$ cat config.mk
export PLATFORM = sky130hd
export DESIGN_NAME = beat_sequencer
export DESIGN_NICKNAME = d
export VERILOG_FILES = /design/src/rtl/beat_sequencer.sv
export SDC_FILE = /design/constraint.sdc
export NUM_CORES = 1
export LEC_CHECK = 0
export CORE_ASPECT_RATIO = 0.9
export CORE_MARGIN = 3
export CORE_UTILIZATION = 50
export DETAILED_ROUTE_END_ITERATION = 6
export PLACE_DENSITY = 0.8
export REMOVE_ABC_BUFFERS = 1
export SLEW_MARGIN = 20
export SYNTH_ARGS = -nofsm -noshare
export SYNTH_HDL_FRONTEND = slang
export SYNTH_SLANG_ARGS = --single-unit
$ cat constraint.sdc
create_clock -name clk -period 4.2 [get_ports clk]
set_clock_uncertainty 0.1 [all_clocks]
set_input_delay 0.84 -clock clk [delete_from_list [all_inputs] [get_ports clk]]
set_output_delay 0.84 -clock clk [all_outputs]
set_load 0.02 [all_outputs]
$ cat src/rtl/beat_sequencer.sv
// Beat sequencer: steps a beat index at the tick rate (optionally divided),
// with play/pause, loop or one-shot end behaviour and a synchronous rewind.
module beat_sequencer #(
  parameter int unsigned W        = 12,
  parameter int unsigned LEN      = 4095,
  parameter int unsigned SLOW_DIV = 2
) (
  input  logic         clk,
  input  logic         reset,
  input  logic         tick,
  input  logic         play,
  input  logic         slow,
  input  logic         mode,
  input  logic         rewind,
  output logic [W-1:0] ibeat,
  output logic         playing,
  output logic         done,
  output logic         wrap
);

  localparam int unsigned PW = (SLOW_DIV > 1) ? $clog2(SLOW_DIV) : 1;
  localparam logic [W-1:0]  LAST_BEAT = W'(LEN - 1);
  localparam logic [PW-1:0] PRE_LAST  = PW'(SLOW_DIV - 1);

  typedef enum logic [1:0] {
    ST_IDLE = 2'd0,
    ST_RUN  = 2'd1,
    ST_HOLD = 2'd2,
    ST_END  = 2'd3
  } state_t;

  state_t        state_q, state_d;
  logic [W-1:0]  ibeat_q, ibeat_d;
  logic [PW-1:0] pre_q, pre_d;
  logic          wrap_q, wrap_d;
  logic          playing_q, playing_d;
  logic          done_q, done_d;
  logic          advance_c;
  logic [W:0]    beat_inc_c;

  // State and output registers; reset is asynchronous so flags clear at once.
  always_ff @(posedge clk or posedge reset) begin
    if (reset) begin
      state_q   <= ST_IDLE;
      ibeat_q   <= '0;
      pre_q     <= '0;
      wrap_q    <= 1'b0;
      playing_q <= 1'b0;
      done_q    <= 1'b0;
    end else begin
      state_q   <= state_d;
      ibeat_q   <= ibeat_d;
      pre_q     <= pre_d;
      wrap_q    <= wrap_d;
      playing_q <= playing_d;
      done_q    <= done_d;
    end
  end

  // Next-state, prescaler and beat-index logic; rewind overrides everything.
  always_comb begin
    state_d    = state_q;
    ibeat_d    = ibeat_q;
    pre_d      = pre_q;
    wrap_d     = 1'b0;
    advance_c  = 1'b0;
    beat_inc_c = {1'b0, ibeat_q} + (W+1)'(1);

    if (rewind) begin
      state_d = ST_IDLE;
      ibeat_d = '0;
      pre_d   = '0;
    end else begin
      unique case (state_q)
        ST_IDLE: begin
          if (play) state_d = ST_RUN;
        end
        ST_RUN: begin
          // Prescaler only counts ticks while slow; leaving slow clears it.
          if (!slow) begin
            pre_d = '0;
          end else if (tick) begin
            pre_d = (pre_q == PRE_LAST) ? '0 : pre_q + PW'(1);
          end
          advance_c = tick && (!slow || (pre_q == PRE_LAST));

          if (!play) state_d = ST_HOLD;

          if (advance_c) begin
            if (ibeat_q != LAST_BEAT) begin
              ibeat_d = beat_inc_c[W-1:0];
            end else if (mode) begin
              ibeat_d = '0;
              wrap_d  = 1'b1;
            end else begin
              // Terminal one-shot advance ends the run even if pausing.
              state_d = ST_END;
            end
          end
        end
        ST_HOLD: begin
          if (play) state_d = ST_RUN;
        end
        ST_END: begin
          state_d = ST_END;
        end
        default: begin
          state_d = ST_IDLE;
        end
      endcase
    end

    playing_d = (state_d == ST_RUN);
    done_d    = (state_d == ST_END);
  end

  assign ibeat   = ibeat_q;
  assign playing = playing_q;
  assign done    = done_q;
  assign wrap    = wrap_q;

endmodule

Word-level counts from Yosys, hierarchy flattened
Cells that the tools add are included.

operators by class
  $add $sub $neg = 2
  equal/unequal tests = 7
  muxes and demuxes = 22
  reductions and logical operators = 10

operator list
  operator                                                               count
  12-bit 2-to-1 mux                                                      5
  12-bit by 1-bit adder with 12-bit output, second input constant        1
  2-bit 2-to-1 mux                                                       6
  12-bit != test, second input constant                                  1
  1-bit 2-to-1 mux                                                       10
  2-bit equality test, second input constant                             3
  2-bit case mux with 3 select lines                                     1
  2-bit by 1-bit equality test with 1-bit output, second input constant  2
  2-bit nonzero test                                                     2
  3-bit by 2-bit != test with 1-bit output, second input constant        1
  3-bit AND reduction                                                    1
  3-bit nonzero test                                                     1
  2-bit logical NOT                                                      1
  2-bit AND reduction                                                    1
  2-bit OR reduction                                                     1
  1-bit adder, second input constant                                     1
  1-bit logical AND                                                      1
  1-bit logical NOT                                                      1
  1-bit logical OR                                                       1

word-level totals
  register bits after elaboration = 18
  input port bits = 7
  output and inout bits = 15
  word-level logic and storage cells = 47

Logic depth before layout (Yosys ltp)
  word-level depth = 7
  mapped depth = 7
  mapped depth without buffers = 6

Worst setup path before layout
OpenSTA, ideal clock, no wires.

  path type = register -> register
  start point = register ibeat_q[0], in the netlist ibeat[0]
  end point = register ibeat_q[2], in the netlist ibeat[2]
  setup time = 0.077 ns
  arrival = 1.727 ns
  data required time = 4.023 ns
  setup slack = 2.296 ns
  stages on the path, launching flop included = 8
  path buffers = 1
  clock period less this slack = 1.904 ns
  cells stage by stage = dfrtp_1 -> inv_1 -> ha_1 -> nand4_2 -> nor4_4 -> buf_4 -> or4_1 -> a21oi_1

on the way
  word-level cells in the longest chain between the ends = 5
  elaborated cells on any way between the ends = 8
  classes of those cells = 1 x add/sub; 1 x eq/ne; 4 x mux; 2 x reduce/logical

RTL lines
  item                                                                               line    source
  start: declaration                                                                 33      logic [W-1:0] ibeat_q, ibeat_d;
  start signal: assignment                                                           52      ibeat_q <= ibeat_d;
  12-bit by 1-bit adder with 12-bit output / 12-bit != test (equally long branches)  67, 90
  12-bit 2-to-1 mux                                                                  90      if (ibeat_q != LAST_BEAT) begin
  12-bit 2-to-1 mux                                                                  89      if (advance_c) begin
  12-bit 2-to-1 mux                                                                  74      unique case (state_q)
  12-bit 2-to-1 mux                                                                  69      if (rewind) begin

Parallel ways exist; a longest one is shown, timed or not. The select of a mux whose other input is x is not followed.
A chain may end at the register's enable or synchronous reset.

Final worst setup path
  start point = register ibeat_q[2], in the netlist ibeat[2]
  end point = output ibeat[2]

RTL lines
  item              line  source
  end: declaration  15    output logic [W-1:0] ibeat,

No word-level cell between the ends.

==> results.tsv <==
metric	value	unit
antenna_left	0	
num_vias	1033	
hold_path_depth	1	
tightest_slew	0.7157	ns
crit_fanout	9	
die_w	55.21	microns
maxSlewViolCount	0	
hold_viol	0	
post-cts-setup-buffer-count	0	
fin_tns_setup	0	ns
die_height	50.29	microns
synthTopCellsByArea	dfrtp_1 (41%), a21oi_1 (6.4%), o31ai_1 (4.1%)	
worstRegToRegCells	6	
holdBufCountCts	0	
hold_path_class	reg2reg	
antenna_found_initial	0	
drtIter0Drc	36	
dpl.hpwl	1786	microns
p_per_area	240.7	mW/mm^2
synth_top_cell_by_area	dfrtp_1	
root_buffer	clkbuf_4	
synth_top_area_frac	0.4133	
async_flop_share	1.000	
synth.cell_area	0.001090	sq mm
area_growth	24.00	%
clock_path_buffers	2	
nets	146	
maxCapViolCount	0	
gp_congestion	0.8294	
synth_cell_type_count	40	
hold_end	playing	
grt_pass1_vias	954	
io_pins	22	
ys.flop_type	dfrtp_1	
clk_latency	0.30	ns
synth_edf_count	0	
grt_pass1_wl	4429	microns
final-setup-viol-count	0	
wl_per_cell	15.70	microns
yosysSeqAreaShare	0.4133	
htreeDepth	1	
rsz0062_at_grt	false	
status	complete, no violations	
criticalPathCategory	reg2out	
clkTransAtPathRegs	0.11	ns
place_area	0.001315	sq mm
io_buffers	21	
reg2reg_from	ibeat[0]	
arrival	1.48	ns
netlist_instances	114	
finalCriticalPeriod	2.421	ns
coreArea	0.001989	sq mm
via_per_inst	6.416	
drive_above_1_share	0.09559	
path_cells	clkdlybuf4s50_1	
ys_warn_count	0	
drcViolationCount	0	
stdcell_area	0.001351	sq mm
r2r-end	ibeat[3]	
crit_family	buffers and inverters	
crit_path_end_kind	output pin	
hp-start	state_q[0]	
rows	15	
yosys-top-cells-count	dfrtp_1 (18), a21oi_1 (14), o31ai_1 (6), or4_1 (6)	
vdd_drop_max	0.0002028	V
synth_area_per_cell	9.560	sq um
start_util	0.5478	
cp_num_cells	1	
overflow	0	
wl	2528	microns
critPathMaxStageDelay	0.66	ns
fin_util	0.6792	
path_buf_inv	1	
relSlewSlack	0.5223	
cts_tree	yes	
fmax	413.1	MHz
fin_crit_sh	0.5764	
p_leak	0.0005054	uW
critPathSlowestCell	clkdlybuf4s50_1	
synth-seq-cells	18	
grt_max_degree	19	
dieArea	0.002777	sq mm
first_pass_iters	4	
whs	0.4749	ns
grtUsageTotal	0.1991	
critPathRequiredTime	3.26	ns
r2r_slack	2.18	ns
cts_sinks	18	
synth.most_common_cell	dfrtp_1	
numCtsBuffers	3	
critPathLaunchType	register	
antenna_cells	0	
cts_resized	0	
## layout make-up
type / instances / area [sq um]
clock buffer: 4 / 36.28
fill: 170 / 638.1
inverter: 5 / 18.77
multi-input combinational: 88 / 604.3
sequential: 18 / 450.4
tap: 25 / 31.28
timing repair buffer: 21 / 210.2
## cell families (layout without fill, tap and decap cells)
| group | Yosys count | after routing | share of synthesized area |
|---|---|---|---|
| flops | 18 | 18 | 0.4133 |
| compound gates | 36 | 36 | 0.2101 |
| fa+ha+maj | 2 | 2 | 0.02296 |
| simple gates | 50 | 50 | 0.3215 |
| buf+inv | 8 | 30 | 0.03214 |
## per-layer routing
metal | wire length [microns] | GRT usage
met1 | 1225 | 0.2694
met2 | 1132 | 0.3189
met3 | 126 | 0.02828
met4 | 44 | 0.08502
met5 | 0 | 0
## how the worst max path moves through the flow
stage                         from   endpoint
after global placement        tick  ibeat[11]
after CTS                 ibeat[2]   ibeat[2]
after floorplan               slow   ibeat[7]
after detailed placement      tick  ibeat[11]
final                     ibeat[2]   ibeat[2]
after global routing      ibeat[2]   ibeat[2]
## flip-flops by register name, summed over array words and instances (netlist names)
register	cells
done	1
ibeat	12
playing	1
pre_q	1
state_q	2
wrap	1
## where the power goes
part           total (uW)  switching (uW)  internal [uW]
Combinational        34.5            19.8           14.6
Clock                 110            56.8           52.9
Sequential            181            4.61            176
## worst register-to-register path, cell delays in order (launching register included)
cell     delay (ns)
dfrtp_1        0.48
inv_1          0.10
ha_1           0.19
nand4_2        0.23
nor4_4         0.54
or4_1          0.20
a21oi_1        0.07
## cells in the final DEF (no fill, tap or decap), types with 3 or more instances in the layout
cell / Yosys / final
or3_1: 3 / 3
o31ai_1: 6 / 6
nand3_1: 5 / 5
a211oi_1: 3 / 3
nand2_1: 4 / 4
inv_1: 5 / 5
clkbuf_4: 0 / 3
a21oi_1: 14 / 14
nor3_1: 4 / 4
o21ai_0: 3 / 3
nor2_1: 5 / 5
clkdlybuf4s50_1: 0 / 21
or4_1: 6 / 6
dfrtp_1: 18 / 18
## through the flow
step / total power [uW] / instances / setup WS [ns]
4_1_cts: 327.2 / 161 / 1.776
6_report: 325.2 / 161 / 1.779
2_1_floorplan: 200.8 / 111 / 2.238
3_5_place_dp: 219.0 / 157 / 1.613
5_1_grt: 338.5 / 161 / 1.724
3_3_place_gp: 218.0 / 157 / 1.631
(Power assumes the default switching activity.)
